--- src/rtl/delay_int16_elastic_pkg.sv ---
// Shared definitions for the stallable INT16 delay line: default word width,
// sample type and the occupancy counter width helper.
package delay_int16_elastic_pkg;

    localparam int unsigned WIDTH_DEF = 16;

    typedef logic [WIDTH_DEF-1:0] sample_t;

    function automatic int unsigned occ_width(input int unsigned depth);
        return $clog2(depth + 1);
    endfunction

endpackage

--- src/rtl/delay_stage_elastic.sv ---
// One elastic slice: a data/valid register pair that loads when its advance
// enable is high and holds otherwise.
module delay_stage_elastic
    import delay_int16_elastic_pkg::*;
#(
    parameter int unsigned WIDTH = WIDTH_DEF
) (
    input  logic             clk_i,
    input  logic             rst_n_i,
    input  logic             adv_i,
    input  logic [WIDTH-1:0] d_i,
    input  logic             v_i,
    output logic [WIDTH-1:0] d_o,
    output logic             v_o
);

    logic [WIDTH-1:0] d_q;
    logic             v_q;

    always_ff @(posedge clk_i or negedge rst_n_i) begin
        if (!rst_n_i) begin
            d_q <= '0;
            v_q <= 1'b0;
        end else if (adv_i) begin
            d_q <= d_i;
            v_q <= v_i;
        end
    end

    assign d_o = d_q;
    assign v_o = v_q;

endmodule

--- src/rtl/delay_int16_elastic.sv ---
// DEPTH-stage delay line on a valid/ready stream; empty stages keep filling
// under stall, so up to DEPTH samples are held without loss or duplication.
module delay_int16_elastic
    import delay_int16_elastic_pkg::*;
#(
    parameter int unsigned WIDTH = WIDTH_DEF,
    parameter int unsigned DEPTH = 4
) (
    input  logic                         clock,
    input  logic                         reset,
    input  logic [WIDTH-1:0]             in,
    input  logic                         in_valid,
    output logic                         in_ready,
    output logic [WIDTH-1:0]             out,
    output logic                         out_valid,
    input  logic                         out_ready,
    output logic [occ_width(DEPTH)-1:0]  occupancy
);

    localparam int unsigned OCC_W = occ_width(DEPTH);

    logic [WIDTH-1:0] d [DEPTH];
    logic [DEPTH-1:0] v;
    logic [DEPTH-1:0] adv;
    logic             in_xfer;
    logic             out_xfer;
    logic [OCC_W-1:0] occ_q;
    logic [OCC_W-1:0] occ_d;

    for (genvar i = 0; i < DEPTH; i++) begin : g_stage
        logic [WIDTH-1:0] src_d;
        logic             src_v;

        if (i == 0) begin : g_head
            assign src_d = in;
            assign src_v = in_valid;
        end else begin : g_body
            assign src_d = d[i-1];
            assign src_v = v[i-1];
        end

        // Unrolled advance chain: a stage may move if any stage at or below it
        // is empty, or the consumer takes the last one.
        assign adv[i] = out_ready | ~(&v[DEPTH-1:i]);

        delay_stage_elastic #(.WIDTH(WIDTH)) u_stage (
            .clk_i   (clock),
            .rst_n_i (reset),
            .adv_i   (adv[i]),
            .d_i     (src_d),
            .v_i     (src_v),
            .d_o     (d[i]),
            .v_o     (v[i])
        );
    end

    // Valid/ready: a transfer happens on a rising edge where valid and ready
    // are both high; in_ready is combinational in out_ready by design.
    assign in_ready  = adv[0];
    assign out       = d[DEPTH-1];
    assign out_valid = v[DEPTH-1];
    assign in_xfer   = in_valid & in_ready;
    assign out_xfer  = out_valid & out_ready;

    always_comb begin
        occ_d = occ_q;
        case ({in_xfer, out_xfer})
            2'b10:   occ_d = occ_q + OCC_W'(1);
            2'b01:   occ_d = occ_q - OCC_W'(1);
            default: occ_d = occ_q;
        endcase
    end

    always_ff @(posedge clock or negedge reset) begin
        if (!reset) begin
            occ_q <= '0;
        end else begin
            occ_q <= occ_d;
        end
    end

    assign occupancy = occ_q;

endmodule

--- config.mk ---
export PLATFORM = sky130hd
export DESIGN_NAME = delay_int16_elastic
export DESIGN_NICKNAME = d
export VERILOG_FILES = /design/src/rtl/delay_int16_elastic_pkg.sv /design/src/rtl/delay_stage_elastic.sv /design/src/rtl/delay_int16_elastic.sv
export SDC_FILE = /design/constraint.sdc
export NUM_CORES = 1
export LEC_CHECK = 0
export ABC_CLOCK_PERIOD_IN_PS = 5650
export CORE_ASPECT_RATIO = 1.4
export CORE_UTILIZATION = 40
export CTS_CLUSTER_DIAMETER = 50
export DETAILED_ROUTE_END_ITERATION = 7
export GPL_TIMING_DRIVEN = 1
export RECOVER_POWER = 100
export SLEW_MARGIN = 10
export SYNTH_ARGS = -nofsm -noshare
export SYNTH_HDL_FRONTEND = slang
export SYNTH_SLANG_ARGS = --single-unit
export TNS_END_PERCENT = 20
--- constraint.sdc ---
create_clock -name clock -period 5.65 [get_ports clock]
set_input_delay 1.4125 -clock clock [delete_from_list [all_inputs] [get_ports clock]]
set_output_delay 1.4125 -clock clock [all_outputs]
set_load 0.03 [all_outputs]
After elaboration in Yosys (flattened, before gate mapping) --
Cells that the tools add are included.
Storage, ports and cells: output and inout bits 21, register bits 71, word-level logic and storage cells 28, input bits 20
Cells by class: $add $sub $neg 2, reductions and logical operators 4, bitwise gates (word level) 10, muxes and demuxes 1, equal/unequal tests 2
Operator list (number):
- case mux 3 bit (2 select lines) | 1
- NOT 1 bit | 4
- bitwise OR 1 bit | 4
- AND reduction 4 bit | 1
- adder 3 x 1 -> 3 bit (second input constant) | 1
- AND reduction 3 bit | 1
- subtractor 3 x 1 -> 3 bit (second input constant) | 1
- bitwise AND 1 bit | 2
- equality test 2 x 1 -> 1 bit (second input constant) | 1
- equality test 2 bit (second input constant) | 1
- AND reduction 2 bit | 1
- nonzero test 2 bit | 1

Longest topological paths before layout --
depth after elaboration 6, depth in mapped cells 10, mapped depth without buffers 9

Modules after synthesis --
A second synthesis with hierarchy kept.
Unflattened totals: cell total of the unflattened synthesis 161, area, all modules 2934.1 um^2
By module, submodules not included:
- delay_stage_elastic | area an instance 685.7 um^2, instances 4, seq. area each 425.4 um^2, cells each 36
- delay_int16_elastic | area an instance 191.4 um^2, instances 1, seq. area each 75.1 um^2, cells each 17

Worst setup path after synthesis --
OpenSTA, ideal clock, no wires.
path kind in2out, from in out_ready, to out in_ready, data arrival time 1.986 ns, required time 4.238 ns, stages 3, buffers on the path 1, path slack 2.251 ns, cell sequence nor2b_4 nand4_4 buf_2
Between the ends: word-level cells in the longest chain between the ends 1
RTL lines:
- start, declared | RTL line delay_int16_elastic.sv:16 | input logic out_ready,
- bitwise OR 1 bit | RTL line delay_int16_elastic.sv:44 | assign adv[i] = out_ready | ~(&v[DEPTH-1:i]);
- end, declared | RTL line delay_int16_elastic.sv:13 | output logic in_ready,
Every way passes these cells.

Worst setup path in the final report --
Ends and elaborated chain as after synthesis.

==> flow_summary.toml <==
[synth]
synth_seq_cells = 71
synth_warnings = 0
synth_cells = 161
synth_cell_types = 20
synthFlopType = "dfrtp_1"
synth.avg_cell_area_um2 = 16.9
synth_fp_nets = 183
yosysSeqAreaShare_pct = 65.3
synth-async-reset-ratio_pct = 100
synth_edf_count = 0
synth_area_um2 = 2720

[critical_path]
reg2reg_depth = 4
cp.arrival_ns = 3.43
crit_fanout = 19
reg2reg_slack_ns = 2.47
path_class = "in2out"
reg2reg_from = "g_stage[3].u_stage.v_o$_DFFE_PN0P_"
cp-end-kind = "output port"
crit_required_ns = 4.24
startpoint_type = "input pin"
r2r-end = "g_stage[1].u_stage.d_o[0]$_DFFE_PN0P_"

[sta]
fin_skew_ns = 0.00643
maxSlewViolCount = 53
period_share_pct = 85.7
fin_crit_ns = 4.84
fin_setup_tns_ns = 0
rsz0062_at_grt = "no"
slew_headroom_pct = -81.9
setup-violations-final = 0
hold_violations = 0
tightest_slew_ns = 2.73
fmax_mhz = 207

[clock_network]
cts_tree = "done"
numCtsBuffers = 9
clock-sinks = 71
clkLatencyLatePin_ns = 0.35
cts_setup_buffers = 0
clkTransAtPathRegs_ns = 0.07
cts_hold_buf = 0
ctsResizeCount = 0
htree_levels = 3
cts-root-buf = "clkbuf_8"
clk_path_buf_depth = 2

[global_routing]
antenna_found_initial = 0
grt_use_total_pct = 15.5
grt_overflow = 0
grt_first_pass_wirelength_mm = 8.11
grt_pass1_vias = 1653
grt_max_degree = 53

[route]
wl_per_cell_um = 16.6
firstDrtPassIters = 2
drt-total-wl_mm = 4.79
ant_nets = 0
drtIter0Drc = 45
vias_per_cell = 5.06
vias = 1457
drc = 0

[finish]
layout_common_cells = "71 x dfrtp_1, 64 x mux2_2, 22 x dlygate4sd3_1, 17 x clkdlybuf4s50_1, 9 x clkbuf_8"
drive_gt1_share_pct = 37.9
syn2layout_area_growth_pct = 24.3
layout_commonest_cell = "dfrtp_1"
stdcell_area_um2 = 3380
diodes = 0
regArea_um2 = 1780
multi_input_area_um2 = 863
fillCellCount = 562
nets = 231

[placement]
portBuffers = 40
hpwl_mm = 3.08
placed_area_um2 = 3180
gp_congestion = 0.706

[die]
ioPinCount = 41
die_w_um = 71.7
start_util_pct = 41.4
core_um2 = 6570
die_h_um = 99.6
die_area_um2 = 7140
rows = 35

[power]
pwr_density_cell_nw_per_um2 = 449
p_leak_nw = 1.43
seqPwrFrac_pct = 44.3
power.share.switching_pct = 28.7
pwr-share-clk_pct = 31.5
internal_power_mw = 1.08
comb_power_share_pct = 24.2
p_switching_mw = 0.436
ir_drop_mv = 0.230

[run_status]
violations = "max-capacitance violations, max-slew violations"
status = "complete, but fails checks"

[min_path]
hold_depth = 1
hold_path_end = "occupancy[2]$_DFFE_PN0P_"
min-delay-start = "occupancy[2]$_DFFE_PN0P_"
hold_class = "reg2reg"

[run]
drv_cap = 1
## sequential cells by signal (all words and copies together) (netlist names)
name / count
g_stage.u_stage.d_o: 64
g_stage.u_stage.v_o: 4
occupancy: 3
## per-stage QoR
step	power (mW)	util (%)	std cells	hold WS [ns]	setup slack, ns
2_1_floorplan	0.916	-	161	0.475	2.25
3_3_place_gp	1.06	48.4	272	0.458	1.13
3_5_place_dp	1.08	48.4	272	0.466	1.12
4_1_cts	1.56	52.0	288	0.474	1.12
5_1_grt	1.59	51.5	288	0.497	0.527
6_report	1.52	51.5	288	0.471	0.810
## Yosys cell counts (2+ instances only)
master | instances | share of area, %
dfrtp_1 | 71 | 65
buf_6 | 2 | 0.83
buf_2 | 2 | 0.37
nand2b_1 | 3 | 0.69
mux2_2 | 64 | 26
inv_1 | 3 | 0.41
nand2_1 | 2 | 0.28
xor2_1 | 2 | 0.64
## cell type report
class                           instances  area share [%]
Clock buffer                           10            3.77
Inverter                                3           0.333
Multi-Input combinational cell         82            25.5
Sequential cell                        71            52.5
Tap cell                               74            2.74
Clock inverter                          6            3.22
Timing Repair Buffer                   42            11.9
## power by group through the flow
stage	sequential [mW]	clock (mW)	combinational, mW
after floorplan	0.768	0	0.148
after global placement	0.679	0	0.379
after detailed placement	0.686	0	0.395
after CTS	0.677	0.487	0.396
after global routing	0.689	0.509	0.395
final	0.672	0.478	0.368
## worst max path at each step
stage / endpoint / start / cells after the start
after floorplan: in_ready / out_ready / 3
after CTS: in_ready / out_ready / 4
final: in_ready / out_ready / 4
after global routing: g_stage[0].u_stage.d_o[11]$_DFFE_PN0N_ / reset / 2
after detailed placement: in_ready / out_ready / 4
after global placement: in_ready / out_ready / 4
## routing by layer
| layer | GRT usage, % | vias up | routed length (um) |
|---|---|---|---|
| met3 | 4.26 | 11 | 202 |
| li1 | - | 657 | - |
| met1 | 18.5 | 753 | 2090 |
| met5 | 0 | - | 0 |
| met4 | 9.05 | 0 | 129 |
| met2 | 25.0 | 36 | 2370 |
## worst max-delay path, cell delays in order
cell and delay (ns):
dlygate4sd3_1 0.56, nor2b_1 0.25, nand4_4 0.38, dlygate4sd3_1 0.83
## kinds of logic after synthesis
logic type	share of synthesized area, %
buf+inv	2.12
fa+ha+maj	1.20
flops	65.3
simple gates	3.73
mux	26.5
xor+xnor	0.966
compound gates	0.184
Power figures use the tool's default switching activity.
